==> src/rtl/control_unit.sv <==
// rtl/control_unit.sv - multi-cycle fetch/decode/issue sequencer feeding the execution unit
//
// Holds the PC, reads 16-bit instructions from a synchronous instruction
// memory, and presents decoded fields to the EU. JMP, BRZ and HALT are
// resolved here and never issued. Each instruction takes four cycles:
// FETCH -> DECODE -> EXEC -> RETIRE. HALT is terminal until reset.
//
// Ports:
//   clk          rising-edge clock
//   reset        asynchronous, active-high reset
//   imem_addr    instruction memory read address (the PC)
//   imem_data    instruction word, valid one cycle after imem_addr
//   opA_data     register read data for opAAdr, used by BRZ
//   opcode       opcode to the EU, 0 outside EXEC
//   opAAdr       operand A register address (instr[8:6])
//   opBAder      operand B register address (instr[5:3])
//   dest_reg     destination register (instr[11:9])
//   dmem_addr    data memory address for LOAD/STORE (instr[5:0])
//   issue        high only in the EXEC cycle of an EU-bound instruction
//   halted       high while in HALT
//   instr_count  retired-instruction counter, saturating

module control_unit #(
    parameter int         PC_WIDTH = 8,
    parameter logic [3:0] OP_HALT  = 4'hF,
    parameter logic [3:0] OP_JMP   = 4'hE,
    parameter logic [3:0] OP_BRZ   = 4'hD,
    parameter logic [3:0] OP_LOAD  = 4'h4,
    parameter logic [3:0] OP_STORE = 4'h5
) (
    input  logic                clk,
    input  logic                reset,
    output logic [PC_WIDTH-1:0] imem_addr,
    input  logic [15:0]         imem_data,
    input  logic [7:0]          opA_data,
    output logic [3:0]          opcode,
    output logic [2:0]          opAAdr,
    output logic [2:0]          opBAder,
    output logic [2:0]          dest_reg,
    output logic [5:0]          dmem_addr,
    output logic                issue,
    output logic                halted,
    output logic [15:0]         instr_count
);

    typedef enum logic [2:0] {
        S_FETCH,
        S_DECODE,
        S_EXEC,
        S_RETIRE,
        S_HALT
    } state_t;

    state_t              state;
    logic [PC_WIDTH-1:0] pc;
    logic [15:0]         ir;
    logic                take_branch;

    logic [3:0]          ir_op;
    logic [3:0]          fetched_op;
    logic [PC_WIDTH-1:0] target;

    assign ir_op      = ir[15:12];
    assign fetched_op = imem_data[15:12];
    assign target     = PC_WIDTH'(ir[7:0]);

    // The PC register addresses the synchronous memory directly; it only
    // changes in RETIRE, so it is stable across FETCH and DECODE.
    assign imem_addr = pc;

    // Field outputs come straight from the instruction register. They are
    // meaningful only while issue is high; downstream qualifies on issue.
    assign dest_reg  = ir[11:9];
    assign opAAdr    = ir[8:6];
    assign opBAder   = ir[5:3];
    assign dmem_addr = ir[5:0];

    always_ff @(posedge clk or posedge reset) begin
        if (reset) begin
            state       <= S_FETCH;
            pc          <= '0;
            ir          <= '0;
            take_branch <= 1'b0;
            opcode      <= 4'h0;
            issue       <= 1'b0;
            halted      <= 1'b0;
            instr_count <= 16'h0000;
        end else begin
            case (state)
                S_FETCH: begin
                    state <= S_DECODE;
                end

                S_DECODE: begin
                    // Load opcode/issue on this edge so they are valid for
                    // the whole EXEC cycle.
                    ir     <= imem_data;
                    opcode <= fetched_op;
                    issue  <= !(fetched_op == OP_JMP  ||
                                fetched_op == OP_BRZ  ||
                                fetched_op == OP_HALT);
                    state  <= S_EXEC;
                end

                S_EXEC: begin
                    opcode      <= 4'h0;
                    issue       <= 1'b0;
                    // opA_data is the register read for opAAdr during EXEC.
                    take_branch <= (ir_op == OP_BRZ) && (opA_data == 8'h00);
                    state       <= S_RETIRE;
                end

                S_RETIRE: begin
                    if (instr_count != 16'hFFFF) begin
                        instr_count <= instr_count + 16'h0001;
                    end
                    take_branch <= 1'b0;
                    if (ir_op == OP_HALT) begin
                        halted <= 1'b1;
                        state  <= S_HALT;
                    end else begin
                        if (ir_op == OP_JMP || take_branch) begin
                            pc <= target;
                        end else begin
                            pc <= pc + PC_WIDTH'(1);
                        end
                        state <= S_FETCH;
                    end
                end

                S_HALT: begin
                    state <= S_HALT;
                end

                default: begin
                    state <= S_FETCH;
                end
            endcase
        end
    end

endmodule
==> config.mk <==
export PLATFORM = sky130hd
export DESIGN_NAME = control_unit
export DESIGN_NICKNAME = d
export VERILOG_FILES = /design/src/rtl/control_unit.sv
export SDC_FILE = /design/constraint.sdc
export NUM_CORES = 1
export LEC_CHECK = 0
export ABC_CLOCK_PERIOD_IN_PS = 3560
export CORE_MARGIN = 1
export CORE_UTILIZATION = 62
export CTS_CLUSTER_DIAMETER = 200
export CTS_CLUSTER_SIZE = 8
export DETAILED_ROUTE_END_ITERATION = 8
export DONT_BUFFER_PORTS = 1
export GPL_TIMING_DRIVEN = 0
export PLACE_DENSITY = 0.78
export SYNTH_ARGS = -nofsm -noshare
export SYNTH_HDL_FRONTEND = slang
export SYNTH_SLANG_ARGS = --single-unit
==> constraint.sdc <==
create_clock -name clk -period 3.56 [get_ports clk]
set_clock_uncertainty 0.1 [all_clocks]
set_input_delay 0.712 -clock clk [delete_from_list [all_inputs] [get_ports clk]]
set_output_delay 0.712 -clock clk [all_outputs]
set_load 0.1 [all_outputs]
==> results of run 1 <==
[flip-flops by register name (all words and copies together) (netlist names)]
| name | count |
|---|---|
| take_branch | 1 |
| state | 3 |
| opcode | 4 |
| instr_count | 16 |
| issue | 1 |
| imem_addr | 8 |
| halted | 1 |
| ir | 16 |
[Yosys cell counts (all sizes together)]
cell type	number	area (um2)
o21ai	6	30.0
nand3	8	40.0
a21oi	5	25.0
buf	19	139
and2	1	6.26
nand4	8	56.3
dfrtp	50	1250
and4	2	17.5
nor2b	2	12.5
nand4b	2	17.5
o22ai	1	6.26
nor3	4	25.0
nor3b	1	7.51
nor2	9	36.3
nor4b	1	8.76
o211ai	1	7.51
a22o	5	43.8
nand3b	1	11.3
ha	2	25.0
or4	2	15.0
clkbuf	1	3.75
xor2	8	70.1
a31oi	2	12.5
a41oi	1	8.76
xnor2	4	35.0
mux2	18	203
o21a	1	7.51
a21o	1	7.51
a221o	1	10.0
o2111ai	1	8.76
mux2i	5	50.1
a22oi	1	7.51
and3	5	31.3
or2	2	12.5
nand2	12	45.0
o32a	1	10.0
nor4	5	46.3
nand2b	3	18.8
inv	7	26.3
a2bb2oi	4	35.0
[critical path, delay by kind of cell, from the launching register on]
kind | cells | cell delay [ps]
flops | 1 | 1030
xor+xnor | 1 | 200
simple gates | 2 | 1020
compound gates | 1 | 230
[cells by family (layout without fill, tap and decap cells)]
group                      Yosys count  after routing  synth area share
muxes                               23             23             0.104
buffers and inverters               27             36            0.0695
xor gates and xnor gates            12             12            0.0432
DFF                                 50             50             0.515
adders and majority gates            2              2            0.0103
AOI/OAI and AO/OA                   31             31            0.0906
and+or+nand+nor                     68             68             0.168
[worst min path at each step]
stage	start	end	slack (ps)	cells after the start
floorplan	take_branch	take_branch	350	2
global placement	take_branch	take_branch	380	2
detailed placement	take_branch	take_branch	390	2
CTS	reset	ir[1]	230	1
global route	reset	state[2]	260	1
finish	reset	ir[1]	210	1
[metal layers]
layer  vias to the layer above  global-route usage
met1                       823               0.274
li1                        774                   -
met4                         0               0.111
met3                        13              0.0739
met5                         -                   0
met2                        65               0.432
[layout make-up]
class | instances | area [um2]
well taps | 48 | 60.1
fillers | 285 | 1100
inverters | 7 | 26.3
flip-flops and latches | 50 | 1250
clock inverters | 1 | 30.0
multi-input cells | 136 | 1010
clock buffers | 7 | 76.3
repair buffers | 1 | 20.0
plain buffers | 20 | 143
[per-stage QoR]
step	hold WS, ps	worst slack [ps]	std cells	util	cell area, um2
after floorplan	355	1130	213	-	2430
after detailed placement	394	890	262	0.676	2510
after global placement	378	933	261	0.670	2490
final	214	822	270	0.704	2620
after global routing	260	571	270	0.704	2620
after CTS	228	833	270	0.704	2620
==> results.tsv, run 1 <==
metric	value	unit
run status	finished clean	
Slew Viols, Final	0	
GRT Total Usage	0.246	
Mean Syn Cell Area	11.4	um2
CP startpoint kind	flop	
measured slew at the worst slew-check pin	1060	ps
core area	3720	um2
clock sink total	50	
R2R Setup Slk	820	ps
most frequent cells in the layout	dfrtp_1 (50), mux2_2 (18), buf_4 (15), nand2_1 (12)	
global placement routability congestion	0.821	
Fin. Hold Viols	0	
post-cts hold buffer count	0	
Core Rows	22	
largest net degree at the start of global routing	28	
R2R depth	4	
reg2reg end	instr_count[13]	
Port Buffers	0	
Syn Inst Count	213	
number of H-tree levels	2	
Worst-Skew Late Latency	300	ps
Max FO, Critical Path	5	
Ant. Diodes	0	
post-layout net count	249	
Final period util	0.769	
post_cts resized	0	
P&R area growth vs syn	7.67	%
# DRC	0	
post-synth cell types	47	
drt first pass iters	4	
drt total wl	4.57	mm
max layer used	met4	
min-delay worst type	input pin to async pin	
wire length on met1	1.79	mm
most common cell after layout, fill and taps aside	dfrtp_1	
die footprint	4180	um2
via count	1675	
share of cells above drive strength 1	0.234	
# setup viols final	0	
endpoint class of the critical path	flop	
Worst EP arrival	2790	ps
vias in the first global route	1718	
crit-path max cell delay	1030	ps
synthesized area	2430	um2
CTS root buffer	clkbuf_8	
post-CTS setup repair buffer count	0	
post-synthesis sequential area ratio	0.515	
CP endpoint	instr_count[13]	
post-layout min period	2740	ps
Slew Limit Headroom	0.292	
IO Pins	71	
Ys Warns	0	
Detailed Place HPWL	3.40	mm
total of max-cap violations	0	
met2 wire length	2.40	mm
Reg2Reg Launch Point	instr_count[4]	
CP max-delay cell	dfrtp_1	
initial antenna violation count	0	
chip width	64.6	um
unrepaired setup endpoints after global routing	false	
post-DR wirelength/cell	16.9	um
Clock transition at path regs	90	ps
CP Launch Point	instr_count[4]	
Crit Path Class	flop to flop	
#FFs+latches synth	50	
GRT overflow	0	
Die H	64.6	um
ANT nets after route	0	
Via-to-Cell Ratio	6.20	
Critical Path RT	3610	ps
Cell Chain, Critical Path	nand4_2 -> nor4_1 -> o2111ai_1 -> xnor2_1	
1st-iter DRT viols	125	
CTS Buf Count	5	
CTS tree	built	
deepest clock path buffer count	2	
Initial Util	0.654	
first-pass GRT wire length	7.76	mm
f_max	0.365	GHz
routed wl met3	264	um
Syn Nets	241	
Setup TNS	0	ps
Power of run 1 is left out: the tool's default activity adds up to more than one toggle a clock period on the data nets, which glitch-free logic cannot reach.
==> run 2, diff against run 1 <==
ABC_CLOCK_PERIOD_IN_PS = 2600   (was 3560)
clock period = 2.6 ns   (was 3.56 ns; I/O delays follow)
==> run 2 against run 1 <==
Non-clock buffer count unchanged; first-iteration DRC count down 6.4%; core utilization up 0.40 points; global-route usage unchanged; sequential cell count unchanged; die area unchanged; cell count unchanged; clock-buffer cell count unchanged; sequential share of layout area up 0.30 points.
==> results.tsv, run 2 (synthesized netlist as in run 1, its figures left out) <==
metric	value	unit	change
ANT nets after route	0		unchanged
deepest clock path buffer count	2		unchanged
total of max-cap violations	0		unchanged
Max FO, Critical Path	8		+3
initial antenna violation count	0		unchanged
die footprint	4180	um2	unchanged
vias in the first global route	1718		unchanged
Detailed Place HPWL	3.40	mm	unchanged
area of the multi-input gates	1010	um2	unchanged
measured slew at the worst slew-check pin	1050	ps	-12.5 ps
Final period util	0.969		+0.200
Core Rows	22		unchanged
drt total wl	4.55	mm	-0.42%
share of cells above drive strength 1	0.288		+0.0541
Slew Viols, Final	0		unchanged
filler instances	276		-3.2%
chip width	64.6	um	unchanged
via count	1674		-0.060%
post-cts hold buffer count	0		unchanged
post-DR wirelength/cell	16.9	um	-0.42%
Initial Util	0.654		unchanged
Setup TNS	0	ps	unchanged
# setup viols final	0		unchanged
most frequent cells in the layout	dfrtp_1 (38), mux2_2 (18), buf_4 (15), nand2_1 (12), dfrtp_2 (12)		
Crit Path Class	flop to flop		
Ant. Diodes	0		unchanged
largest net degree at the start of global routing	28		unchanged
GRT overflow	0		unchanged
unrepaired setup endpoints after global routing	false		
Fin. Hold Viols	0		unchanged
Worst EP arrival	2610	ps	-180 ps
Sequential Area	1270	um2	+1.2%
CTS root buffer	clkbuf_8		
CTS tree	built		
clock sink total	50		unchanged
core area	3720	um2	unchanged
endpoint class of the critical path	flop		
drt first pass iters	4		unchanged
IO Pins	71		unchanged
run status	finished clean		
first-pass GRT wire length	7.76	mm	unchanged
P&R area growth vs syn	8.29	%	
CTS Buf Count	5		unchanged
post-layout min period	2520	ps	-218 ps
number of H-tree levels	2		unchanged
Slew Limit Headroom	0.301		+0.00837
most common cell after layout, fill and taps aside	dfrtp_1		
global placement routability congestion	0.821		unchanged
f_max	0.397	GHz	+8.7%
CP startpoint kind	flop		
post-layout net count	249		unchanged
CP Launch Point	instr_count[12]		
Die H	64.6	um	unchanged
Worst-Skew Late Latency	300	ps	about the same
Critical Path RT	2690	ps	-920 ps
1st-iter DRT viols	117		-6.4%
Clock transition at path regs	90	ps	about the same
Reg2Reg Launch Point	instr_count[12]		
# DRC	0		unchanged
GRT Total Usage	0.246		unchanged
Port Buffers	0		unchanged
Via-to-Cell Ratio	6.20		about the same
min-delay worst type	input pin to async pin		
run 2: path summary, 6_finish.rpt:
path	endpoint	slack, ps	depth (start not counted)
min in group clk	opcode[1]	250	1
setup reg to reg	instr_count[1]	80	4
hold / removal	ir[1]	20	1
max in group asynchronous	ir[6]	1860	2
setup / recovery	instr_count[1]	80	4
hold reg to reg	ir[9]	410	1
run 2: worst max-delay path, cell delays in order, from the launching register on:
cell     delay (ps)
dfrtp_1        1030
nand4_1         360
nor4_4          550
nor2_2           90
mux2_2          280
run 2: stage by stage:
step	setup WS (ps)	util	hold slack (ps)	instance area, um2	instances
global placement	-27.3	0.670	378	2490	261
global route	27.0	0.708	67.4	2630	270
detailed placement	-70.2	0.676	366	2510	262
finish	79.7	0.708	24.6	2630	270
CTS	24.2	0.707	35.6	2630	270
floorplan	170	-	355	2430	213
run 2: layer usage:
layer,global-route usage,wire length [um],vias to the layer above
li1,-,-,775
met3,0.0739,262,13
met4,0.111,123,0
met2,0.432,2410,61
met5,0,0,-
met1,0.274,1760,825
run 2: layout make-up:
class	count	area share
Inverter	7	0.00998
Clock buffer	7	0.0290
Buffer	20	0.0542
Clock inverter	1	0.0114
Multi-Input combinational cell	136	0.384
Timing Repair Buffer	1	0.00760
Sequential cell	50	0.481
Tap cell	48	0.0228
run 2: repair_timing:
item	CTS	global route
resized for setup	7	5
setup endpoints to repair	2	5
buffers inserted	0	0
Power of run 2 is left out for the same reason.
